<file path="config.mk">
export PLATFORM = sky130hd
export DESIGN_NAME = mmio_dfh_walker
export DESIGN_NICKNAME = d
export VERILOG_FILES = /design/src/rtl/mmio_dfh_walker.sv
export SDC_FILE = /design/constraint.sdc
export NUM_CORES = 1
export LEC_CHECK = 0
export BUFFER_PORTS_ARGS = -buffer_cell sky130_fd_sc_hd__buf_4
export CAP_MARGIN = 25
export CELL_PAD_IN_SITES_DETAIL_PLACEMENT = 1
export CELL_PAD_IN_SITES_GLOBAL_PLACEMENT = 2
export CORE_AREA = 5 5 160 223
export DETAILED_ROUTE_END_ITERATION = 7
export DIE_AREA = 0 0 165 228
export GPL_TIMING_DRIVEN = 0
export PLACE_DENSITY = 0.86
export SKIP_LAST_GASP = 1
export SYNTH_ARGS = -nofsm -noshare
export SYNTH_HDL_FRONTEND = slang
export SYNTH_SLANG_ARGS = --single-unit
</file>
<file path="constraint.sdc">
create_clock -name clk -period 6.55 [get_ports clk]
set_input_delay 1.6375 -clock clk [delete_from_list [all_inputs] [get_ports clk]]
set_output_delay 1.6375 -clock clk [all_outputs]
set_load 0.1 [all_outputs]
</file>
<file path="src/rtl/mmio_dfh_walker.sv">
// ---------------------------------------------------------------------------
// mmio_dfh_walker
//
// MMIO read initiator for AFU validation. On start it walks the AFU's Device
// Feature Header chain from DWORD 0 using CCI-P style c0 MMIO read requests
// and c2 read responses. It captures the 128-bit AFU_ID from the first DFH,
// counts the DFHs walked, and stops with an error code on malformed chains.
//
// Ports
//   clk, rst_n          clock, asynchronous active-low reset
//   start               pulse: begin a walk (honoured only in IDLE/DONE/ERR)
//   mmio_rd_valid       read request strobe, one cycle per request
//   mmio_addr           DWORD address of the request (always even, 64-bit)
//   mmio_tid            transaction ID of the request
//   rsp_valid/tid/data  read response
//   busy                walk in progress
//   done / err          sticky completion flags (clean EOL / aborted)
//   err_code            1 timeout, 2 TID mismatch, 3 unaligned offset,
//                       4 zero offset, 5 out of MMIO span, 6 runaway,
//                       7 bad DFH type; 0 while err=0
//   afu_id              {ID_H, ID_L} read after the first DFH
//   feat_count          DFHs walked including the AFU header
//   last_feat_id        feature ID of the most recent DFH
//
// Optional feature: define DFH_WALK_LOG_EN to add a feature log
// (ports log_idx / log_data) holding {dfh_dw_addr, feature_id} per DFH
// that passes the type check.
// ---------------------------------------------------------------------------
module mmio_dfh_walker #(
  parameter int MAX_FEATURES   = 16,
  parameter int TIMEOUT_CYCLES = 256,
  parameter int MMIO_SPAN_DW   = 32768,
  parameter int LOG_DEPTH      = 16
) (
  input  logic         clk,
  input  logic         rst_n,
  input  logic         start,
  output logic         mmio_rd_valid,
  output logic [15:0]  mmio_addr,
  output logic [8:0]   mmio_tid,
  input  logic         rsp_valid,
  input  logic [8:0]   rsp_tid,
  input  logic [63:0]  rsp_data,
  output logic         busy,
  output logic         done,
  output logic         err,
  output logic [3:0]   err_code,
  output logic [127:0] afu_id,
  output logic [4:0]   feat_count,
  output logic [11:0]  last_feat_id
`ifdef DFH_WALK_LOG_EN
  ,
  input  logic [$clog2(LOG_DEPTH)-1:0] log_idx,
  output logic [27:0]                  log_data
`endif
);

  localparam int TMO_W = $clog2(TIMEOUT_CYCLES + 1);

  localparam logic [3:0] ERR_TIMEOUT = 4'd1;
  localparam logic [3:0] ERR_TID     = 4'd2;
  localparam logic [3:0] ERR_ALIGN   = 4'd3;
  localparam logic [3:0] ERR_ZERO    = 4'd4;
  localparam logic [3:0] ERR_RANGE   = 4'd5;
  localparam logic [3:0] ERR_RUNAWAY = 4'd6;
  localparam logic [3:0] ERR_TYPE    = 4'd7;

  typedef enum logic [2:0] {S_IDLE, S_REQ, S_WAIT, S_CHECK, S_DONE, S_ERR} state_e;
  typedef enum logic [1:0] {RD_DFH, RD_IDL, RD_IDH} rd_kind_e;

  state_e      state_q, state_d;
  rd_kind_e    kind_q, kind_d;
  logic [8:0]  tid_q, tid_d, tid_next_q, tid_next_d;
  logic [TMO_W-1:0] tmo_q, tmo_d;
  logic [15:0] addr_q, addr_d, dfh_dw_q, dfh_dw_d, next_dw_q, next_dw_d;
  logic [3:0]  dfh_type_q, dfh_type_d;
  logic        dfh_eol_q, dfh_eol_d;
  logic [23:0] dfh_off_q, dfh_off_d;
  logic        rd_valid_q, rd_valid_d, busy_q, busy_d;
  logic        done_q, done_d, err_q, err_d;
  logic [3:0]  err_code_q, err_code_d;
  logic [127:0] afu_id_q, afu_id_d;
  logic [4:0]  feat_count_q, feat_count_d;
  logic [11:0] last_feat_id_q, last_feat_id_d;

  logic        start_ok_s, type_ok_s, issue_s;
  logic [15:0] issue_addr_s;
  rd_kind_e    issue_kind_s;
  logic [24:0] next_sum_s;
  logic [TMO_W-1:0] tmo_inc_s;

  assign start_ok_s = start && ((state_q == S_IDLE) || (state_q == S_DONE) || (state_q == S_ERR));
  // The AFU header must be type 1; every later DFH must be a BBB (2) or private feature (3).
  assign type_ok_s  = (feat_count_q == 5'd1) ? (dfh_type_q == 4'd1)
                                              : ((dfh_type_q == 4'd2) || (dfh_type_q == 4'd3));
  // Byte offset is relative to the current DFH; 25 bits so a wrap past 16 bits still trips the span check.
  assign next_sum_s = {9'd0, dfh_dw_q} + {3'd0, dfh_off_q[23:2]};
  assign tmo_inc_s  = tmo_q + TMO_W'(1);

  // Next-state and output-register computation for the walk FSM.
  always_comb begin
    state_d        = state_q;
    kind_d         = kind_q;
    tid_d          = tid_q;
    tid_next_d     = tid_next_q;
    tmo_d          = tmo_q;
    addr_d         = addr_q;
    dfh_dw_d       = dfh_dw_q;
    next_dw_d      = next_dw_q;
    dfh_type_d     = dfh_type_q;
    dfh_eol_d      = dfh_eol_q;
    dfh_off_d      = dfh_off_q;
    done_d         = done_q;
    err_d          = err_q;
    err_code_d     = err_code_q;
    afu_id_d       = afu_id_q;
    feat_count_d   = feat_count_q;
    last_feat_id_d = last_feat_id_q;
    issue_s        = 1'b0;
    issue_addr_s   = 16'd0;
    issue_kind_s   = RD_DFH;

    case (state_q)
      S_IDLE, S_DONE, S_ERR: begin
        if (start_ok_s) begin
          done_d       = 1'b0;
          err_d        = 1'b0;
          err_code_d   = 4'd0;
          feat_count_d = 5'd0;
          afu_id_d     = 128'd0;
          issue_s      = 1'b1;
          issue_addr_s = 16'd0;
          issue_kind_s = RD_DFH;
        end else begin
          state_d = state_q;
        end
      end
      S_REQ: begin
        tmo_d   = {TMO_W{1'b0}};
        state_d = S_WAIT;
      end
      S_WAIT: begin
        if (rsp_valid) begin
          if (rsp_tid != tid_q) begin
            err_d      = 1'b1;
            err_code_d = ERR_TID;
            state_d    = S_ERR;
          end else begin
            case (kind_q)
              RD_DFH: begin
                dfh_type_d     = rsp_data[63:60];
                dfh_eol_d      = rsp_data[40];
                dfh_off_d      = rsp_data[39:16];
                last_feat_id_d = rsp_data[11:0];
                feat_count_d   = feat_count_q + 5'd1;
                state_d        = S_CHECK;
              end
              RD_IDL: begin
                afu_id_d[63:0] = rsp_data;
                issue_s        = 1'b1;
                issue_addr_s   = 16'd4;
                issue_kind_s   = RD_IDH;
              end
              RD_IDH: begin
                afu_id_d[127:64] = rsp_data;
                issue_s          = 1'b1;
                issue_addr_s     = next_dw_q;
                issue_kind_s     = RD_DFH;
              end
              default: begin
                state_d = S_IDLE;
              end
            endcase
          end
        end else if (tmo_inc_s == TMO_W'(TIMEOUT_CYCLES)) begin
          err_d      = 1'b1;
          err_code_d = ERR_TIMEOUT;
          state_d    = S_ERR;
        end else begin
          tmo_d = tmo_inc_s;
        end
      end
      S_CHECK: begin
        if (!type_ok_s) begin
          err_d = 1'b1; err_code_d = ERR_TYPE; state_d = S_ERR;
        end else if (dfh_eol_q) begin
          done_d = 1'b1; state_d = S_DONE;
        end else if (dfh_off_q == 24'd0) begin
          err_d = 1'b1; err_code_d = ERR_ZERO; state_d = S_ERR;
        end else if (dfh_off_q[2:0] != 3'd0) begin
          err_d = 1'b1; err_code_d = ERR_ALIGN; state_d = S_ERR;
        end else if (next_sum_s >= 25'(MMIO_SPAN_DW)) begin
          err_d = 1'b1; err_code_d = ERR_RANGE; state_d = S_ERR;
        end else if (feat_count_q == 5'(MAX_FEATURES)) begin
          err_d = 1'b1; err_code_d = ERR_RUNAWAY; state_d = S_ERR;
        end else if (feat_count_q == 5'd1) begin
          // AFU header accepted: fetch AFU_ID first, remember where the chain continues.
          next_dw_d    = next_sum_s[15:0];
          issue_s      = 1'b1;
          issue_addr_s = 16'd2;
          issue_kind_s = RD_IDL;
        end else begin
          issue_s      = 1'b1;
          issue_addr_s = next_sum_s[15:0];
          issue_kind_s = RD_DFH;
        end
      end
      default: begin
        state_d = S_IDLE;
      end
    endcase

    if (issue_s) begin
      state_d    = S_REQ;
      addr_d     = issue_addr_s;
      kind_d     = issue_kind_s;
      tid_d      = tid_next_q;
      tid_next_d = tid_next_q + 9'd1;
      if (issue_kind_s == RD_DFH) begin
        dfh_dw_d = issue_addr_s;
      end else begin
        dfh_dw_d = dfh_dw_q;
      end
    end else begin
      tid_next_d = tid_next_q;
    end

    rd_valid_d = issue_s;
    busy_d     = (state_d == S_REQ) || (state_d == S_WAIT) || (state_d == S_CHECK);
  end

  // State and output registers.
  always_ff @(posedge clk or negedge rst_n) begin
    if (!rst_n) begin
      state_q <= S_IDLE;       kind_q <= RD_DFH;
      tid_q <= 9'd0;           tid_next_q <= 9'd0;
      tmo_q <= {TMO_W{1'b0}};  addr_q <= 16'd0;
      dfh_dw_q <= 16'd0;       next_dw_q <= 16'd0;
      dfh_type_q <= 4'd0;      dfh_eol_q <= 1'b0;
      dfh_off_q <= 24'd0;      rd_valid_q <= 1'b0;
      busy_q <= 1'b0;          done_q <= 1'b0;
      err_q <= 1'b0;           err_code_q <= 4'd0;
      afu_id_q <= 128'd0;      feat_count_q <= 5'd0;
      last_feat_id_q <= 12'd0;
    end else begin
      state_q <= state_d;      kind_q <= kind_d;
      tid_q <= tid_d;          tid_next_q <= tid_next_d;
      tmo_q <= tmo_d;          addr_q <= addr_d;
      dfh_dw_q <= dfh_dw_d;    next_dw_q <= next_dw_d;
      dfh_type_q <= dfh_type_d; dfh_eol_q <= dfh_eol_d;
      dfh_off_q <= dfh_off_d;  rd_valid_q <= rd_valid_d;
      busy_q <= busy_d;        done_q <= done_d;
      err_q <= err_d;          err_code_q <= err_code_d;
      afu_id_q <= afu_id_d;    feat_count_q <= feat_count_d;
      last_feat_id_q <= last_feat_id_d;
    end
  end

  assign mmio_rd_valid = rd_valid_q;
  assign mmio_addr     = addr_q;
  assign mmio_tid      = tid_q;
  assign busy          = busy_q;
  assign done          = done_q;
  assign err           = err_q;
  assign err_code      = err_code_q;
  assign afu_id        = afu_id_q;
  assign feat_count    = feat_count_q;
  assign last_feat_id  = last_feat_id_q;

`ifdef DFH_WALK_LOG_EN
  localparam int LPW = $clog2(LOG_DEPTH) + 1;
  logic [27:0]    log_q [LOG_DEPTH];
  logic [LPW-1:0] log_cnt_q;
  logic           log_wr_s;

  // Entries past LOG_DEPTH are dropped rather than wrapping.
  assign log_wr_s = (state_q == S_CHECK) && type_ok_s && (log_cnt_q < LPW'(LOG_DEPTH));

  // Feature log storage, cleared by reset and by an accepted start.
  always_ff @(posedge clk or negedge rst_n) begin
    if (!rst_n) begin
      log_cnt_q <= {LPW{1'b0}};
      for (int i = 0; i < LOG_DEPTH; i++) log_q[i] <= 28'd0;
    end else if (start_ok_s) begin
      log_cnt_q <= {LPW{1'b0}};
      for (int i = 0; i < LOG_DEPTH; i++) log_q[i] <= 28'd0;
    end else if (log_wr_s) begin
      log_q[log_cnt_q[LPW-2:0]] <= {dfh_dw_q, last_feat_id_q};
      log_cnt_q <= log_cnt_q + LPW'(1);
    end else begin
      log_cnt_q <= log_cnt_q;
    end
  end

  assign log_data = log_q[log_idx];
`endif

endmodule

</file>
==> results.cfg, run 1 <==
[outcome]
status = finished, final reports clean

[worst_hold_path]
hold_depth = 2
hold_class = register to register

[floorplan]
io_pins = 255
core_region_area_um2 = 33200
start_util = 0.358
die_area_um2 = 37600
die_w_um = 165
rows = 79
die_y_um = 228

[clocking]
post_cts_buffers = 0
htreeDepth = 1
cts_buffer_depth = 3
ctsResizeCount = 0
cts_tree = done
cts_buffers = 28
cts.sinks = 261
cts-root-buf = clkbuf_16
cts.hold.buffers_added = 0
clock_latency_ns = 0.55
clk_pin_slew_worst_paths_ns = 0.06

[power_and_ir_drop]
p_seq_frac = 0.295
powerDensity_nw_per_um2 = 479
clkPwrFrac = 0.229
intPower_mw = 3.61
swShare = 0.510
p_leak_nw = 7.59
power.switching_mw = 3.75
p_comb_frac = 0.476
ir_drop_mv = 0.329

[logic_synthesis]
ys.flop_type = dfrtp_1
ys_seq_area_frac = 0.550
synth.distinct_cells = 66
ys_seq_elements = 261
yosysWarnings = 0
async_flop_share = 1.00
synth_area_per_cell_um2 = 9.67
synthCells = 1228
synth_nets = 1331
synth_edf_count = 0
syn-cell-area_um2 = 11900

[setup_path]
start_kind = register
rrSetupSlack_ns = 1.79
r2r_start = dfh_off_q[2]
worstPathRequired_ns = 6.98
crit_top_cell = a21oi_1
end_kind = register
arrival_ns = 5.18
critPathCapture = dfh_dw_q[5]
cp_top_family = compound AO/OA/AOI/OAI gates
cp.depth = 14
rr_worst_depth = 14
crit_fanout = 10
worstSetupStartpoint = dfh_off_q[2]
crit_slowest_cell = o311ai_4
cp_slowest_stage_delay_ns = 0.57
critPathKind = register to register
crit_chain = ha_1 > inv_1 > fa_1 > nand2b_1 > a21oi_1 > o211ai_1 > a21oi_1 > xor2_1 > or4_4 > or4_1 > buf_2 > o311ai_4 > buf_12 > mux2_4
path_buf_inv = 3
rr_endpoint = dfh_dw_q[5]

[sta]
slew_headroom = 0.301
finalSetupViolCount = 0
report.final.hold_viol_count = 0
clock_skew_ns = 0.00953
fmax_mhz = 210
timing.final.crit_share = 0.726
drv_slew = 0
timing.final.crit_period_ns = 4.76
worst_slew_pin_slew_ns = 1.04
worst_slack_ns = 1.79
final.setup.tns_ns = 0
rsz0062_at_grt = no

[routing]
drt-wirelength-per-cell_um = 19.9
drc = 0
finalWirelength_mm = 39.5
vias = 10000
first_iter_violations = 319
via_per_inst = 5.07
dr.pass1.iters = 4
ant_nets = 0

[global_route]
track_usage = 0.209
grt_pass1_wl_mm = 62.4
grt_pass1_vias = 11000
gr-total-overflow = 0
grt_max_degree = 120
antenna_found_initial = 1

[layout]
final_util = 0.463
final_cell_mix = nand2_1 (381), dfrtp_1 (261), buf_4 (256)
design_area_um2 = 15400
layout.nets = 1616
layout_commonest_cell = nand2_1
area_delta_synth_final_pct = 29.5
layout-drive-gt1-share = 0.251

[place]
hpwl_mm = 29.9
place_area_um2 = 14400
place_congestion = 0.824
dpl_worst_slack_ns = 1.20
io_buffers = 253

[flow_run]
maxCapViolCount = 0
## registers in the layout, summed over array words and instances, names as in the netlist, 4 cells and up
| signal | cells |
|---|---|
| dfh_dw_q | 16 |
| tmo_q | 9 |
| mmio_tid | 9 |
| dfh_off_q | 24 |
| feat_count | 5 |
| tid_next_q | 9 |
| dfh_type_q | 4 |
| mmio_addr | 16 |
| last_feat_id | 12 |
| next_dw_q | 16 |
| afu_id | 128 |
## power by group through the flow
stage / combinational (mW) / clock, mW / sequential (mW)
global placement: 3.51 / 0 / 2.18
CTS: 3.55 / 1.74 / 2.18
finish: 3.51 / 1.69 / 2.17
detailed placement: 3.54 / 0 / 2.20
floorplan: 0.659 / 0 / 4.11
global route: 3.67 / 1.80 / 2.21
## metrics by stage
step	hold WS (ns)	power, mW	cells
final	0.465	7.37	1981
after global routing	0.484	7.69	1981
after CTS	0.471	7.46	1980
after detailed placement	0.456	5.74	1928
after global placement	0.449	5.70	1926
after floorplan	0.431	4.77	1228
## worst reg2reg max path: cells and delay by family, from the launching register on
family	cells	cell delay, ns
AOI/OAI and AO/OA	4	1.42
xor gates and xnor gates	1	0.12
adders and majority gates	2	0.63
buffers and inverters	3	0.49
DFF	1	0.44
muxes	1	0.32
and+or+nand+nor	3	1.21
## logic make-up after synthesis
group	after synthesis	share of synthesized area
compound gates	250	0.126
xor+xnor	35	0.0258
fa+ha+maj	26	0.0280
buf+inv	81	0.0296
flops	261	0.550
mux	54	0.0540
other cells	1	0.000316
simple gates	520	0.187
## cell usage after synthesis, drive strengths merged (2+ instances only)
library cell	n	area, um2
o21a	6	45.0
xor2	17	149
or3	4	25.0
nand3b	2	15.0
and3	4	25.0
a21o	4	30.0
dfrtp	261	6530
buf	13	96.3
nor2b	5	31.3
nor3b	3	22.5
or4	2	18.8
a21boi	3	22.5
o21bai	3	22.5
a2bb2oi	2	17.5
nand2b	7	43.8
o211ai	7	62.6
ha	25	313
or2	2	12.5
nand2	381	1430
a211oi	5	42.5
a22oi	2	15.0
nor4	9	62.6
clkbuf	55	206
mux2	51	612
o21ai	155	776
or4b	2	20.0
nand4	11	75.1
inv	13	48.8
nand3	30	150
and2	6	37.5
mux2i	3	30.0
a22o	13	114
nor3	12	71.3
a31oi	3	25.0
nor2	35	131
and4	2	17.5
a21oi	34	178
xnor2	18	158
o221a	4	45.0
## how the worst min path moves through the flow
stage,from,end,slack [ns]
3_3_place_gp,dfh_type_q[0],dfh_type_q[0],0.45
4_1_cts,dfh_type_q[0],dfh_type_q[0],0.47
6_report,dfh_type_q[0],dfh_type_q[0],0.47
2_1_floorplan,dfh_type_q[0],dfh_type_q[0],0.43
5_1_grt,dfh_type_q[0],dfh_type_q[0],0.48
3_5_place_dp,dfh_type_q[0],dfh_type_q[0],0.46
## layout make-up
| type | instances | area [um2] |
|---|---|---|
| repair buffers | 255 | 1960 |
| plain buffers | 68 | 303 |
| diodes | 1 | 2.50 |
| clock buffers | 44 | 862 |
| fillers | 3904 | 17800 |
| clock inverters | 8 | 118 |
| flip-flops and latches | 261 | 6530 |
| well taps | 445 | 557 |
| inverters | 13 | 48.8 |
| multi-input cells | 886 | 5000 |
## metal layers
metal	wire length, um	track usage	vias up
met5	0	0	-
met4	1230	0.0676	0
met2	20700	0.379	240
li1	-	-	4728
met1	14900	0.235	5013
met3	2690	0.0563	59
(Power assumes the default switching activity.)
==> run 2: changes to the inputs <==
--- a/config.mk
+++ b/config.mk
@@ -9,11 +9,11 @@
 export CAP_MARGIN = 25
 export CELL_PAD_IN_SITES_DETAIL_PLACEMENT = 1
 export CELL_PAD_IN_SITES_GLOBAL_PLACEMENT = 2
-export CORE_AREA = 5 5 160 223
+export CORE_AREA = 5 5 164 230
 export DETAILED_ROUTE_END_ITERATION = 7
-export DIE_AREA = 0 0 165 228
+export DIE_AREA = 0 0 169 235
 export GPL_TIMING_DRIVEN = 0
-export PLACE_DENSITY = 0.86
+export PLACE_DENSITY = 0.82
 export SKIP_LAST_GASP = 1
 export SYNTH_ARGS = -nofsm -noshare
 export SYNTH_HDL_FRONTEND = slang
==> constraint.sdc (replaced) <==
create_clock -name clk -period 4.6 [get_ports clk]
set_input_delay 1.15 -clock clk [delete_from_list [all_inputs] [get_ports clk]]
set_output_delay 1.15 -clock clk [all_outputs]
set_load 0.1 [all_outputs]
==> run 2 against run 1 <==
Effect of this change:
- utilization is 2.6 points lower
- worst setup slack worse by 1.6 ns
- flip-flop and latch count stayed put
- critical path depth stayed put
- final cell count is 1.0% higher
- power is 42% higher
- sequential share of layout area is 0.23 points lower
- via count is 0.81% lower
- critical endpoint unchanged
- largest cell class unchanged
==> results.cfg, run 2 (same netlist as run 1, synthesis figures left out) <==
[setup_path]
critPathKind = register to register
start_kind = register
arrival_ns = 4.81
crit_slowest_cell = or4_1
end_kind = register
crit_chain = ha_2 > inv_1 > fa_1 > nand2b_1 > a21oi_1 > o211ai_1 > a21oi_2 > xor2_1 > or4_4 > or4_1 > buf_2 > o311ai_4 > buf_12 > mux2_4
critPathCapture = dfh_dw_q[5]
rr_worst_depth = 14
cp_slowest_stage_delay_ns = 0.56
r2r_start = dfh_off_q[2]
crit_fanout = 10
worstSetupStartpoint = dfh_off_q[2]
rrSetupSlack_ns = 0.22
rr_endpoint = dfh_dw_q[5]
worstPathRequired_ns = 5.03

[clocking]
cts-root-buf = clkbuf_16
cts_buffers = 28
clock_latency_ns = 0.55
cts_buffer_depth = 3
cts.sinks = 261
cts.hold.buffers_added = 0
clk_pin_slew_worst_paths_ns = 0.06
cts_tree = done
htreeDepth = 1

[sta]
rsz0062_at_grt = no
finalSetupViolCount = 0
fmax_mhz = 228
timing.final.crit_share = 0.952
slew_headroom = 0.320
drv_slew = 0
timing.final.crit_period_ns = 4.38
worst_slew_pin_slew_ns = 1.01
report.final.hold_viol_count = 0
clock_skew_ns = 0.00737

[place]
hpwl_mm = 30.3
place_congestion = 0.808
place_area_um2 = 14400
io_buffers = 253

[floorplan]
die_area_um2 = 39700
io_pins = 255
start_util = 0.336
rows = 82
core_region_area_um2 = 35400
die_y_um = 235
die_w_um = 169

[layout]
layout_commonest_cell = nand2_1
final_cell_mix = nand2_1 (381), dfrtp_1 (260), buf_4 (258)
layout.nets = 1620
layout-drive-gt1-share = 0.258
area_delta_synth_final_pct = 30.2
final_util = 0.437
largest_register_ffs = 128
design_area_um2 = 15500

[routing]
first_iter_violations = 321
dr.pass1.iters = 4
via_per_inst = 4.98
vias = 9959
drc = 0
ant_nets = 0
drt-wirelength-per-cell_um = 19.8
finalWirelength_mm = 39.6

[global_route]
grt_pass1_vias = 11000
gr-total-overflow = 0
grt_max_degree = 106
antenna_found_initial = 1
grt_pass1_wl_mm = 62.8
track_usage = 0.197

[power_and_ir_drop]
totalPowerFinal_mw = 10.5
powerDensity_nw_per_um2 = 678
p_comb_frac = 0.477
intPower_mw = 5.14
swShare = 0.510
p_seq_frac = 0.295
clkPwrFrac = 0.228
p_leak_nw = 7.62
ir_drop_mv = 0.430
power.switching_mw = 5.35

[worst_hold_path]
hold_class = register to register

[flow_run]
maxCapViolCount = 0

[outcome]
status = finished, final reports clean
run 2: layout make-up:
cell class,count,area (um2)
fillers,4085,19900
flip-flops and latches,261,6530
multi-input cells,886,5030
repair buffers,259,2000
clock buffers,36,792
well taps,462,578
plain buffers,68,303
clock inverters,15,180
inverters,13,48.8
diodes,1,2.50
run 2: worst max-delay path, delay by kind of cell, from the launching register on:
| kind | cells | cell delay (ns) |
|---|---|---|
| multiplexers | 1 | 0.31 |
| AO/OA/AOI/OAI | 4 | 1.12 |
| XOR/XNOR | 1 | 0.11 |
| adder cells (fa/ha/maj) | 2 | 0.63 |
| flip-flops | 1 | 0.41 |
| AND/OR/NAND/NOR | 3 | 1.22 |
| buffers and inverters | 3 | 0.46 |
run 2: what timing repair did:
| item | CTS | global route |
|---|---|---|
| gates resized for setup | 2 | 4 |
| setup endpoints to repair | 34 | 32 |
| setup buffers | 2 | 1 |
| pin swaps | 2 | 3 |
run 2: per-layer routing:
metal | share of wire | vias up | GRT usage
met5 | 0 | - | 0
met4 | 0.032 | 0 | 0.0649
met3 | 0.069 | 65 | 0.0562
met2 | 0.53 | 222 | 0.361
met1 | 0.37 | 4937 | 0.218
li1 | - | 4735 | -
run 2: worst min path at each step:
stage                             start       endpoint  slack, ns  depth (start not counted)
after floorplan           dfh_type_q[0]  dfh_type_q[0]       0.43                          2
after global placement    dfh_type_q[0]  dfh_type_q[0]       0.45                          2
after CTS                 dfh_type_q[0]  dfh_type_q[0]       0.47                          2
final                     dfh_type_q[0]  dfh_type_q[0]       0.47                          2
after detailed placement  dfh_type_q[0]  dfh_type_q[0]       0.45                          2
after global routing      dfh_type_q[0]  dfh_type_q[0]       0.49                          2
run 2: power by group through the flow:
stage	clock network [mW]	registers, mW	logic, mW
after floorplan	0	5.85	0.939
after global routing	2.55	3.16	5.25
after detailed placement	0	3.13	5.05
after CTS	2.46	3.10	5.08
final	2.39	3.09	5.01
after global placement	0	3.11	5.01
run 2: metrics by stage:
| stage | setup slack [ns] | hold slack [ns] | std cells | TNS, ns |
|---|---|---|---|---|
| global placement | -0.570 | 0.448 | 1943 | -15.95 |
| detailed placement | -0.301 | 0.454 | 1945 | -10.54 |
| global route | 0.0379 | 0.486 | 2001 | 0 |
| finish | 0.222 | 0.466 | 2001 | 0 |
| CTS | 0.0228 | 0.469 | 1998 | 0 |
| floorplan | 0.550 | 0.431 | 1228 | 0 |
